File: config.mk
export PLATFORM = sky130hd
export DESIGN_NAME = pipeline_ctrl_flat
export DESIGN_NICKNAME = d
export VERILOG_FILES = /design/src/rtl/pipeline_ctrl_if.sv /design/src/rtl/pipeline_ctrl.sv /design/src/flat_wrapper.sv
export SDC_FILE = /design/constraint.sdc
export NUM_CORES = 1
export LEC_CHECK = 0
export CORE_MARGIN = 2
export CORE_UTILIZATION = 50
export CTS_CLUSTER_SIZE = 8
export DETAILED_ROUTE_END_ITERATION = 16
export GPL_ROUTABILITY_DRIVEN = 0
export PLACE_DENSITY = 0.86
export SLEW_MARGIN = 40
export SYNTH_ARGS = -nofsm -noshare
export SYNTH_HDL_FRONTEND = slang
export SYNTH_SLANG_ARGS = --single-unit
File: constraint.sdc
create_clock -name clk -period 6.4 [get_ports clk]
set_input_delay 0.96 -clock clk [delete_from_list [all_inputs] [get_ports clk]]
set_output_delay 0.96 -clock clk [all_outputs]
set_load 0.05 [all_outputs]
File: src/rtl/pipeline_ctrl_if.sv
// Hazard-controller bundle: pipeline stage operand/destination info in, stage enables and forwarding selects out.
interface pipeline_ctrl_if #(
    parameter int unsigned CNT_W = 32
);
    // ID stage
    logic [4:0]       rs1_id;
    logic [4:0]       rs2_id;
    logic             rs1_used_id;
    logic             rs2_used_id;
    // EX stage
    logic [4:0]       rs1_ex;
    logic [4:0]       rs2_ex;
    logic [4:0]       rd_ex;
    logic             load_ex;
    logic             branch_taken_ex;
    // MEM stage
    logic [4:0]       rd_mem;
    logic             reg_write_mem;
    logic             load_mem;
    logic             store_mem;
    logic             dmem_ready;
    // WB stage
    logic [4:0]       rd_wb;
    logic             reg_write_wb;
    // Controls
    logic             stall_if;
    logic             stall_id;
    logic             stall_ex;
    logic             stall_mem;
    logic             flush_id;
    logic             flush_ex;
    logic             flush_wb;
    logic [1:0]       fwd_a_sel;
    logic [1:0]       fwd_b_sel;
    logic             dmem_timeout;
    logic [CNT_W-1:0] stall_cnt;
    logic [CNT_W-1:0] flush_cnt;

    modport slave (
        input  rs1_id, rs2_id, rs1_used_id, rs2_used_id,
        input  rs1_ex, rs2_ex, rd_ex, load_ex, branch_taken_ex,
        input  rd_mem, reg_write_mem, load_mem, store_mem, dmem_ready,
        input  rd_wb, reg_write_wb,
        output stall_if, stall_id, stall_ex, stall_mem,
        output flush_id, flush_ex, flush_wb,
        output fwd_a_sel, fwd_b_sel,
        output dmem_timeout, stall_cnt, flush_cnt
    );

    modport master (
        output rs1_id, rs2_id, rs1_used_id, rs2_used_id,
        output rs1_ex, rs2_ex, rd_ex, load_ex, branch_taken_ex,
        output rd_mem, reg_write_mem, load_mem, store_mem, dmem_ready,
        output rd_wb, reg_write_wb,
        input  stall_if, stall_id, stall_ex, stall_mem,
        input  flush_id, flush_ex, flush_wb,
        input  fwd_a_sel, fwd_b_sel,
        input  dmem_timeout, stall_cnt, flush_cnt
    );
endinterface

File: src/rtl/pipeline_ctrl.sv
// Hazard/sequencing controller for the 5-stage RV32I pipeline: load-use stall,
// redirect flush, data-memory wait stall with timeout, EX forwarding, perf counters.
module pipeline_ctrl #(
    parameter int unsigned MEM_TIMEOUT = 16,
    parameter int unsigned CNT_W       = 32
) (
    input  logic           clk,
    input  logic           rst,
    pipeline_ctrl_if.slave bus
);
    // Wait counter must hold MEM_TIMEOUT; 5 bits covers timeouts up to 31.
    localparam int unsigned WCNT_W = 5;

    typedef enum logic [1:0] {
        ST_RUN   = 2'd0,
        ST_WAIT  = 2'd1,
        ST_ERROR = 2'd2
    } state_e;

    state_e             state_q, state_d;
    logic [WCNT_W-1:0]  wcnt_q, wcnt_d;
    logic               dmem_timeout_q, dmem_timeout_d;
    logic [CNT_W-1:0]   stall_cnt_q, stall_cnt_d;
    logic [CNT_W-1:0]   flush_cnt_q, flush_cnt_d;

    logic               dmem_req_c;
    logic               mem_wait_c;
    logic               lu_c;
    logic               redirect_c;
    logic               stall_if_c, stall_id_c, stall_ex_c, stall_mem_c;
    logic               flush_id_c, flush_ex_c, flush_wb_c;
    logic [1:0]         fwd_a_c, fwd_b_c;

    // Hazard detection terms
    always_comb begin
        dmem_req_c = bus.load_mem | bus.store_mem;
        mem_wait_c = dmem_req_c & ~bus.dmem_ready;
        lu_c       = bus.load_ex & (bus.rd_ex != 5'd0) &
                     ((bus.rs1_used_id & (bus.rs1_id == bus.rd_ex)) |
                      (bus.rs2_used_id & (bus.rs2_id == bus.rd_ex)));
    end

    // Prioritised stall/flush enables; reset forces bubbles everywhere
    always_comb begin
        stall_if_c  = 1'b0;
        stall_id_c  = 1'b0;
        stall_ex_c  = 1'b0;
        stall_mem_c = 1'b0;
        flush_id_c  = 1'b0;
        flush_ex_c  = 1'b0;
        flush_wb_c  = 1'b0;
        redirect_c  = 1'b0;
        if (rst) begin
            flush_id_c = 1'b1;
            flush_ex_c = 1'b1;
            flush_wb_c = 1'b1;
        end else if ((state_q == ST_ERROR) || mem_wait_c) begin
            // Freeze everything upstream of WB; WB gets a bubble each cycle
            stall_if_c  = 1'b1;
            stall_id_c  = 1'b1;
            stall_ex_c  = 1'b1;
            stall_mem_c = 1'b1;
            flush_wb_c  = 1'b1;
        end else if (bus.branch_taken_ex) begin
            flush_id_c = 1'b1;
            flush_ex_c = 1'b1;
            redirect_c = 1'b1;
        end else if (lu_c) begin
            stall_if_c = 1'b1;
            stall_id_c = 1'b1;
            flush_ex_c = 1'b1;
        end
    end

    // EX operand forwarding, MEM (non-load) over WB
    always_comb begin
        fwd_a_c = 2'b00;
        fwd_b_c = 2'b00;
        if (!rst) begin
            if (bus.reg_write_mem && !bus.load_mem && (bus.rd_mem != 5'd0) &&
                (bus.rd_mem == bus.rs1_ex)) begin
                fwd_a_c = 2'b01;
            end else if (bus.reg_write_wb && (bus.rd_wb != 5'd0) &&
                         (bus.rd_wb == bus.rs1_ex)) begin
                fwd_a_c = 2'b10;
            end
            if (bus.reg_write_mem && !bus.load_mem && (bus.rd_mem != 5'd0) &&
                (bus.rd_mem == bus.rs2_ex)) begin
                fwd_b_c = 2'b01;
            end else if (bus.reg_write_wb && (bus.rd_wb != 5'd0) &&
                         (bus.rd_wb == bus.rs2_ex)) begin
                fwd_b_c = 2'b10;
            end
        end
    end

    // Memory-wait FSM next state, sticky timeout and counters
    always_comb begin
        state_d        = state_q;
        wcnt_d         = wcnt_q;
        dmem_timeout_d = dmem_timeout_q;
        stall_cnt_d    = stall_cnt_q + CNT_W'(stall_if_c);
        flush_cnt_d    = flush_cnt_q + CNT_W'(redirect_c);
        case (state_q)
            ST_RUN: begin
                if (mem_wait_c) begin
                    state_d = ST_WAIT;
                    wcnt_d  = WCNT_W'(1);
                end
            end
            ST_WAIT: begin
                if (bus.dmem_ready) begin
                    state_d = ST_RUN;
                    wcnt_d  = '0;
                end else if (wcnt_q == WCNT_W'(MEM_TIMEOUT)) begin
                    state_d        = ST_ERROR;
                    dmem_timeout_d = 1'b1;
                end else begin
                    wcnt_d = wcnt_q + WCNT_W'(1);
                end
            end
            ST_ERROR: begin
                state_d = ST_ERROR;
            end
            default: begin
                state_d = ST_RUN;
                wcnt_d  = '0;
            end
        endcase
    end

    // State and counter registers
    always_ff @(posedge clk) begin
        if (rst) begin
            state_q        <= ST_RUN;
            wcnt_q         <= '0;
            dmem_timeout_q <= 1'b0;
            stall_cnt_q    <= '0;
            flush_cnt_q    <= '0;
        end else begin
            state_q        <= state_d;
            wcnt_q         <= wcnt_d;
            dmem_timeout_q <= dmem_timeout_d;
            stall_cnt_q    <= stall_cnt_d;
            flush_cnt_q    <= flush_cnt_d;
        end
    end

    assign bus.stall_if     = stall_if_c;
    assign bus.stall_id     = stall_id_c;
    assign bus.stall_ex     = stall_ex_c;
    assign bus.stall_mem    = stall_mem_c;
    assign bus.flush_id     = flush_id_c;
    assign bus.flush_ex     = flush_ex_c;
    assign bus.flush_wb     = flush_wb_c;
    assign bus.fwd_a_sel    = fwd_a_c;
    assign bus.fwd_b_sel    = fwd_b_c;
    assign bus.dmem_timeout = dmem_timeout_q;
    assign bus.stall_cnt    = stall_cnt_q;
    assign bus.flush_cnt    = flush_cnt_q;
endmodule

File: src/flat_wrapper.sv
// flat-port wrapper written by rule: the top's interface ports become plain ports
module pipeline_ctrl_flat 
#(
    parameter int unsigned MEM_TIMEOUT = 16,
    parameter int unsigned CNT_W       = 32
)
  (clk, rst, bus_rs1_id, bus_rs2_id, bus_rs1_used_id, bus_rs2_used_id, bus_rs1_ex, bus_rs2_ex, bus_rd_ex, bus_load_ex, bus_branch_taken_ex, bus_rd_mem, bus_reg_write_mem, bus_load_mem, bus_store_mem, bus_dmem_ready, bus_rd_wb, bus_reg_write_wb, bus_stall_if, bus_stall_id, bus_stall_ex, bus_stall_mem, bus_flush_id, bus_flush_ex, bus_flush_wb, bus_fwd_a_sel, bus_fwd_b_sel, bus_dmem_timeout, bus_stall_cnt, bus_flush_cnt);
  pipeline_ctrl_if #(.CNT_W(CNT_W)) bus_i ();
  input  logic clk;
  input  logic rst;
  input wire logic [$bits(bus_i.rs1_id)-1:0] bus_rs1_id;
  input wire logic [$bits(bus_i.rs2_id)-1:0] bus_rs2_id;
  input wire logic [$bits(bus_i.rs1_used_id)-1:0] bus_rs1_used_id;
  input wire logic [$bits(bus_i.rs2_used_id)-1:0] bus_rs2_used_id;
  input wire logic [$bits(bus_i.rs1_ex)-1:0] bus_rs1_ex;
  input wire logic [$bits(bus_i.rs2_ex)-1:0] bus_rs2_ex;
  input wire logic [$bits(bus_i.rd_ex)-1:0] bus_rd_ex;
  input wire logic [$bits(bus_i.load_ex)-1:0] bus_load_ex;
  input wire logic [$bits(bus_i.branch_taken_ex)-1:0] bus_branch_taken_ex;
  input wire logic [$bits(bus_i.rd_mem)-1:0] bus_rd_mem;
  input wire logic [$bits(bus_i.reg_write_mem)-1:0] bus_reg_write_mem;
  input wire logic [$bits(bus_i.load_mem)-1:0] bus_load_mem;
  input wire logic [$bits(bus_i.store_mem)-1:0] bus_store_mem;
  input wire logic [$bits(bus_i.dmem_ready)-1:0] bus_dmem_ready;
  input wire logic [$bits(bus_i.rd_wb)-1:0] bus_rd_wb;
  input wire logic [$bits(bus_i.reg_write_wb)-1:0] bus_reg_write_wb;
  output wire logic [$bits(bus_i.stall_if)-1:0] bus_stall_if;
  output wire logic [$bits(bus_i.stall_id)-1:0] bus_stall_id;
  output wire logic [$bits(bus_i.stall_ex)-1:0] bus_stall_ex;
  output wire logic [$bits(bus_i.stall_mem)-1:0] bus_stall_mem;
  output wire logic [$bits(bus_i.flush_id)-1:0] bus_flush_id;
  output wire logic [$bits(bus_i.flush_ex)-1:0] bus_flush_ex;
  output wire logic [$bits(bus_i.flush_wb)-1:0] bus_flush_wb;
  output wire logic [$bits(bus_i.fwd_a_sel)-1:0] bus_fwd_a_sel;
  output wire logic [$bits(bus_i.fwd_b_sel)-1:0] bus_fwd_b_sel;
  output wire logic [$bits(bus_i.dmem_timeout)-1:0] bus_dmem_timeout;
  output wire logic [$bits(bus_i.stall_cnt)-1:0] bus_stall_cnt;
  output wire logic [$bits(bus_i.flush_cnt)-1:0] bus_flush_cnt;
  assign bus_i.rs1_id = bus_rs1_id;
  assign bus_i.rs2_id = bus_rs2_id;
  assign bus_i.rs1_used_id = bus_rs1_used_id;
  assign bus_i.rs2_used_id = bus_rs2_used_id;
  assign bus_i.rs1_ex = bus_rs1_ex;
  assign bus_i.rs2_ex = bus_rs2_ex;
  assign bus_i.rd_ex = bus_rd_ex;
  assign bus_i.load_ex = bus_load_ex;
  assign bus_i.branch_taken_ex = bus_branch_taken_ex;
  assign bus_i.rd_mem = bus_rd_mem;
  assign bus_i.reg_write_mem = bus_reg_write_mem;
  assign bus_i.load_mem = bus_load_mem;
  assign bus_i.store_mem = bus_store_mem;
  assign bus_i.dmem_ready = bus_dmem_ready;
  assign bus_i.rd_wb = bus_rd_wb;
  assign bus_i.reg_write_wb = bus_reg_write_wb;
  assign bus_stall_if = bus_i.stall_if;
  assign bus_stall_id = bus_i.stall_id;
  assign bus_stall_ex = bus_i.stall_ex;
  assign bus_stall_mem = bus_i.stall_mem;
  assign bus_flush_id = bus_i.flush_id;
  assign bus_flush_ex = bus_i.flush_ex;
  assign bus_flush_wb = bus_i.flush_wb;
  assign bus_fwd_a_sel = bus_i.fwd_a_sel;
  assign bus_fwd_b_sel = bus_i.fwd_b_sel;
  assign bus_dmem_timeout = bus_i.dmem_timeout;
  assign bus_stall_cnt = bus_i.stall_cnt;
  assign bus_flush_cnt = bus_i.flush_cnt;
  pipeline_ctrl #(.MEM_TIMEOUT(MEM_TIMEOUT), .CNT_W(CNT_W)) u_core (.clk(clk), .rst(rst), .bus(bus_i));
endmodule
# ---- Yosys cells after proc, flatten, opt, wreduce, memory -nomap -nowiden
# Index checks and enable logic that the tools add are counted.
dict set report classes {
  n_addsub 3
  n_eq_ne 12
  muxes 28
  bitwise 9
  n_reduce_logical 16
}
# op n
set ops {}
lappend ops {{adder 32 x 1 -> 32 bit} 2}
lappend ops {{== test 5 bit} 6}
lappend ops {{two-way mux 2 bit} 9}
lappend ops {{two-way mux 5 bit} 3}
lappend ops {{case mux 5 bit (3 select lines)} 1}
lappend ops {{nonzero test 5 bit} 3}
lappend ops {{two-way mux 1 bit} 14}
lappend ops {{logical AND 1 bit} 7}
lappend ops {{case mux 2 bit (3 select lines)} 1}
lappend ops {{AND reduction 3 bit} 2}
lappend ops {{adder 5 x 1 -> 5 bit (second input constant)} 1}
lappend ops {{AND 1 bit} 5}
lappend ops {{== test 5 bit (second input constant)} 1}
lappend ops {{inequality test 3 x 2 -> 1 bit (second input constant)} 1}
lappend ops {{inequality test 3 bit (second input constant)} 1}
lappend ops {{== test 2 x 1 -> 1 bit (second input constant)} 1}
lappend ops {{== test 2 bit (second input constant)} 1}
lappend ops {{zero test 2 bit} 1}
lappend ops {{inequality test 2 x 1 -> 1 bit (second input constant)} 1}
lappend ops {{NOT 1 bit} 2}
lappend ops {{OR 1 bit} 2}
lappend ops {{AND reduction 2 bit} 1}
lappend ops {{zero test 1 bit} 1}
lappend ops {{logical OR 1 bit} 1}
dict set report word_totals {
  reg_bits 72
  output_inout_bits 76
  word_cells 73
}

# ---- Longest topological paths before layout
dict set report depth {
  word_depth 9
  ltp_mapped 12
  ltp_nobuf 10
}

# ---- Worst setup path after synthesis
# OpenSTA, ideal clock, no wires.
dict set report synth_path {
  kind {input -> register}
  from {input port bus_rd_ex[4]}
  to {register u_core.stall_cnt_q[28], in the netlist u_core.bus.stall_cnt[28]}
  setup_ps 71
  arrival_ps 4296
  t_required_ps 6329
  path_slack_ps 2034
  stages 11
  path_buffers 1
  cell_sequence {xor2_1 nor4_1 a32oi_1 o22ai_1 ha_1 ha_1 nand3_1 or4_1 buf_2 or4_1 a21oi_1}
}
dict set report synth_between {
  elab_chain_cells 9
  word_cells_on_any_way 13
  cone_classes {add/sub: 1; eq/ne: 2; mux: 4; bitwise: 5; reduce/logical: 1}
}
# element line
set synth_rtl {}
lappend synth_rtl {{start, declared} flat_wrapper.sv:17} ;# input wire logic [$bits(bus_i.rd_ex)-1:0] bus_rd_ex;
lappend synth_rtl {{== test 5 bit, on equally long branches} {pipeline_ctrl.sv:39, pipeline_ctrl.sv:40}}
lappend synth_rtl {{AND 1 bit, on equally long branches} {pipeline_ctrl.sv:39, pipeline_ctrl.sv:40}}
lappend synth_rtl {{OR 1 bit} pipeline_ctrl.sv:39} ;# ((bus.rs1_used_id & (bus.rs1_id == bus.rd_ex)) |
lappend synth_rtl {{AND 1 bit (*)} pipeline_ctrl.sv:38} ;# lu_c = bus.load_ex & (bus.rd_ex != 5'd0) &
lappend synth_rtl {{two-way mux 1 bit (*) (4 in a row)} -}
lappend synth_rtl {{named net bus_stall_id} flat_wrapper.sv:28} ;# output wire logic [$bits(bus_i.stall_id)-1:0] bus_stall_id;
lappend synth_rtl {{adder 32 x 1 -> 32 bit (*)} pipeline_ctrl.sv:102} ;# stall_cnt_d = stall_cnt_q + CNT_W'(stall_if_c);
lappend synth_rtl {{end signal, assigned} pipeline_ctrl.sv:144} ;# stall_cnt_q <= stall_cnt_d;
lappend synth_rtl {{end, declared} pipeline_ctrl.sv:23} ;# logic [CNT_W-1:0] stall_cnt_q, stall_cnt_d;
# Mark *: on every way through the listed nets, which the timed path passes. The rest lies on a longest branch.
# A chain may end at the register's enable or synchronous reset.

# ---- Worst setup path after layout
dict set report layout_path {
  from {input port bus_rd_ex[4]}
  to {output port bus_stall_if}
}
dict set report layout_between {
  elab_chain_cells 8
  word_cells_on_any_way 12
  cone_classes {eq/ne: 2; mux: 4; bitwise: 5; reduce/logical: 1}
}
# element line
set layout_rtl {}
lappend layout_rtl {{== test 5 bit, on equally long branches} {pipeline_ctrl.sv:39, pipeline_ctrl.sv:40}}
lappend layout_rtl {{AND 1 bit, on equally long branches} {pipeline_ctrl.sv:39, pipeline_ctrl.sv:40}}
lappend layout_rtl {{OR 1 bit} pipeline_ctrl.sv:39}
lappend layout_rtl {{AND 1 bit (*)} pipeline_ctrl.sv:38}
lappend layout_rtl {{two-way mux 1 bit (*)} pipeline_ctrl.sv:68} ;# end else if (lu_c) begin
lappend layout_rtl {{two-way mux 1 bit (*)} pipeline_ctrl.sv:64} ;# end else if (bus.branch_taken_ex) begin
lappend layout_rtl {{two-way mux 1 bit (*)} pipeline_ctrl.sv:57} ;# end else if ((state_q == ST_ERROR) || mem_wait_c) begin
lappend layout_rtl {{two-way mux 1 bit (*)} pipeline_ctrl.sv:53} ;# if (rst) begin
lappend layout_rtl {{end, declared} flat_wrapper.sv:27} ;# output wire logic [$bits(bus_i.stall_if)-1:0] bus_stall_if;
# Every way passes the cells marked *; elsewhere a longest branch is shown, timed or not.

==> summary.md <==
| Metric | Value |
|---|---|
| Status | finished, final reports clean |
| Final setup violation count | 0 |
| PortBufs | 121 |
| Hold-fix buffers, CTS | 0 |
| Slowest stage cell on the critical path | clkdlybuf4s50_1 |
| Clock Sink Count | 72 |
| Syn Inst Count | 456 |
| R2r worst-path depth | 9 |
| Final net count | 618 |
| Crit path max-delay family | buffers and inverters |
| Top-count cell post-synth | dfxtp_1 |
| Top-area cell type share of the netlist area | 37.8% |
| Clock Tree Buf Depth | 2 |
| Slowest stage delay, CP | 0.89 ns |
| Final TNS setup | 0 ns |
| Syn avg cell area | 8.36 sq um |
| Residual DRC | 0 |
| CTS root buf | clkbuf_8 |
| Iteration-0 DRC Markers | 158 |
| Number of global-route vias before repair | 3521 |
| Hold depth | 2 |
| CP Launch Type | primary input |
| Least-Margin Pin Slew | 0.738 ns |
| CTS resizes | 0 |
| Max Slew Vio Count | 0 |
| Wire per inst | 15.0 microns |
| Rel. slew slack | 50.8% |
| Clock Latency Late Sink | 0.34 ns |
| Final Hold Fails | 0 |
| Fmax | 0.234 GHz |
| Starting Density | 52.0% |
| Initial antenna violation count | 0 |
| Worst path bufs/invs | 2 |
| Pre-antenna DRT Iters | 4 |
| Crit path kind | primary input to primary output |
| Post-synth EDFFs | 0 |
| Detailed Route WL | 10000 microns |
| Vias per inst | 5.71 |
| CP max FO | 3 |
| Largest area contributor in the netlist | dfxtp_1 |
| Post-synth cell types | 41 |
| Clock Skew | 0.0105 ns |
| Final instance area | 5200 sq um |
| Min-delay worst type | flip-flop to flip-flop |
| CP required | 5.44 ns |
| Total global-route track usage | 24.0% |
| CP cell instances | clkdlybuf4s50_1 > xor2_1 > nor4_1 > a32oi_1 > o22ai_1 > clkdlybuf4s50_1 |
| Period utilisation layout | 66.7% |
| Chip width | 91.3 microns |
| Top_reg_cell synth | dfxtp_1 |
| Synth Register Bits | 72 |
| Lkg Pwr | 1.67 nW |
| Yosys warns | 0 |
| Worst Setup End Kind | primary output |
| Clock-pin slew on the worst setup and hold paths | 0.07 ns |
| Gr ovfl total | 0 |
| Post-DP HPWL | 7580 microns |
| CTS tree | yes |
| Net Count, Synth | 508 |
| Core area | 7330 sq um |
| Peak supply drop | 0.000106 V |
| RSZ-0062 raised after global routing | false |
| Post-route ant nets | 0 |
| Via Count | 3826 |
| Arrival time at the worst endpoint | 3.31 ns |
| Boundary pin count | 122 |
| WP depth | 6 |
| Most frequent CP cell | clkdlybuf4s50_1 |
| DP Area | 5020 sq um |
| N_diodes | 0 |
| Post-CTS Setup Inserts | 0 |
| First-pass GRT wire length | 16300 microns |
| Layout cells sized above 1 | 4.38% |
| H-tree depth | 3 |
| Hold WS | 0.448 ns |
| Pwr Total | 866 uW |
| Ranking of synthesized cells by area | dfxtp_1 (38%), xor2_1 (6.7%), xnor2_1 (5.7%) |
| Most frequent cells after synthesis | dfxtp_1 (72), a21oi_1 (43), nor2_1 (37), xor2_1 (29), or4_1 (26) |
| Period minus WS final | 4.27 ns |
| Synthesized cell area | 3810 sq um |
| CTS Buf Count | 9 |
| Area Growth Syn to Fin | 36.3% |
| Die height | 91.3 microns |
| Site row count | 31 |
| Sequential-to-total area share from yosys stat | 37.8% |
| Max Cap Violations | 0 |
| Ys async rst share | 0% |
| Pwr Density | 167 nW/um^2 |
| Largest net degree at the start of global routing | 43 |
| Full die area | 8340 sq um |
==> registers in the layout (all words and copies together) (netlist names) <==
name	flops
u_core.bus.flush_cnt	32
u_core.wcnt_q	5
u_core.bus.stall_cnt	32
u_core.state_q	2
u_core.bus.dmem_timeout	1
==> worst min-delay path, stage by stage (launching register included) <==
cell	delay [ns]
dfxtp_1	0.31
inv_1	0.05
a21oi_1	0.05
==> cell usage in the layout, fill, tap and decap left out, types with 4 or more instances in the layout <==
master	netlist	routed
inv_1	16	16
and3_1	8	8
nor2_1	37	37
clkbuf_8	2	10
a21oi_1	43	43
o31ai_1	22	22
nor3_1	8	8
or3_1	17	17
o21ai_0	20	20
nand4_1	19	19
and4_1	4	4
nand2_1	19	19
clkdlybuf4s50_1	0	120
xor2_1	29	29
nor4_1	7	7
dfxtp_1	72	72
ha_1	6	6
or4_1	26	26
nor2b_1	7	7
nand3_1	22	22
xnor2_1	25	25
==> area by class of cell <==
cell class              instances  area [sq um]
clock buffers                  13           149
well taps                      99           124
multi-input cells             344          2190
clock inverters                 3          17.5
inverters                      16          60.1
fillers                       566          2130
repair buffers                123          1220
flip-flops and latches         72          1440
==> path summary, 6_finish.rpt <==
check,endpoint,slack (ns),from
min reg2reg,u_core.bus.dmem_timeout,0.45,u_core.bus.dmem_timeout
min,u_core.bus.dmem_timeout,0.45,u_core.bus.dmem_timeout
max reg2reg,u_core.bus.stall_cnt[26],3.32,u_core.state_q[0]
max,bus_stall_if,2.13,bus_rd_ex[4]
==> metal layers <==
| layer | global-route usage (%) | vias up | wire length, microns |
|---|---|---|---|
| met5 | 0 | - | 0 |
| met4 | 10.9 | 0 | 234 |
| met3 | 6.39 | 17 | 630 |
| met2 | 40.8 | 136 | 4950 |
| met1 | 28.2 | 1792 | 4210 |
| li1 | - | 1881 | - |
==> cell families after synthesis <==
family          share of synthesized area, %
simple gates                            27.6
compound gates                          14.6
flops                                   37.8
xor+xnor                                12.4
buf+inv                                 5.05
fa+ha+maj                               1.97
mux                                    0.591
==> metrics by stage <==
step,std cells,util [%],setup slack (ns)
after detailed placement,653,68.5,1.95
after global routing,670,70.9,2.07
after global placement,653,68.5,2.16
final,670,70.9,2.13
after floorplan,456,-,2.03
after CTS,669,70.7,2.16
==> where the power goes <==
part | total, mW | leakage, nW | internal [mW] | switching, mW
registers | 0.453 | 0.580 | 0.450 | 0.00236
clock network | 0.312 | 0.0834 | 0.151 | 0.161
logic | 0.102 | 1.00 | 0.0488 | 0.0533
total | 0.866 | 1.67 | 0.650 | 0.217
No activity file was read; power rests on OpenSTA's default activity.
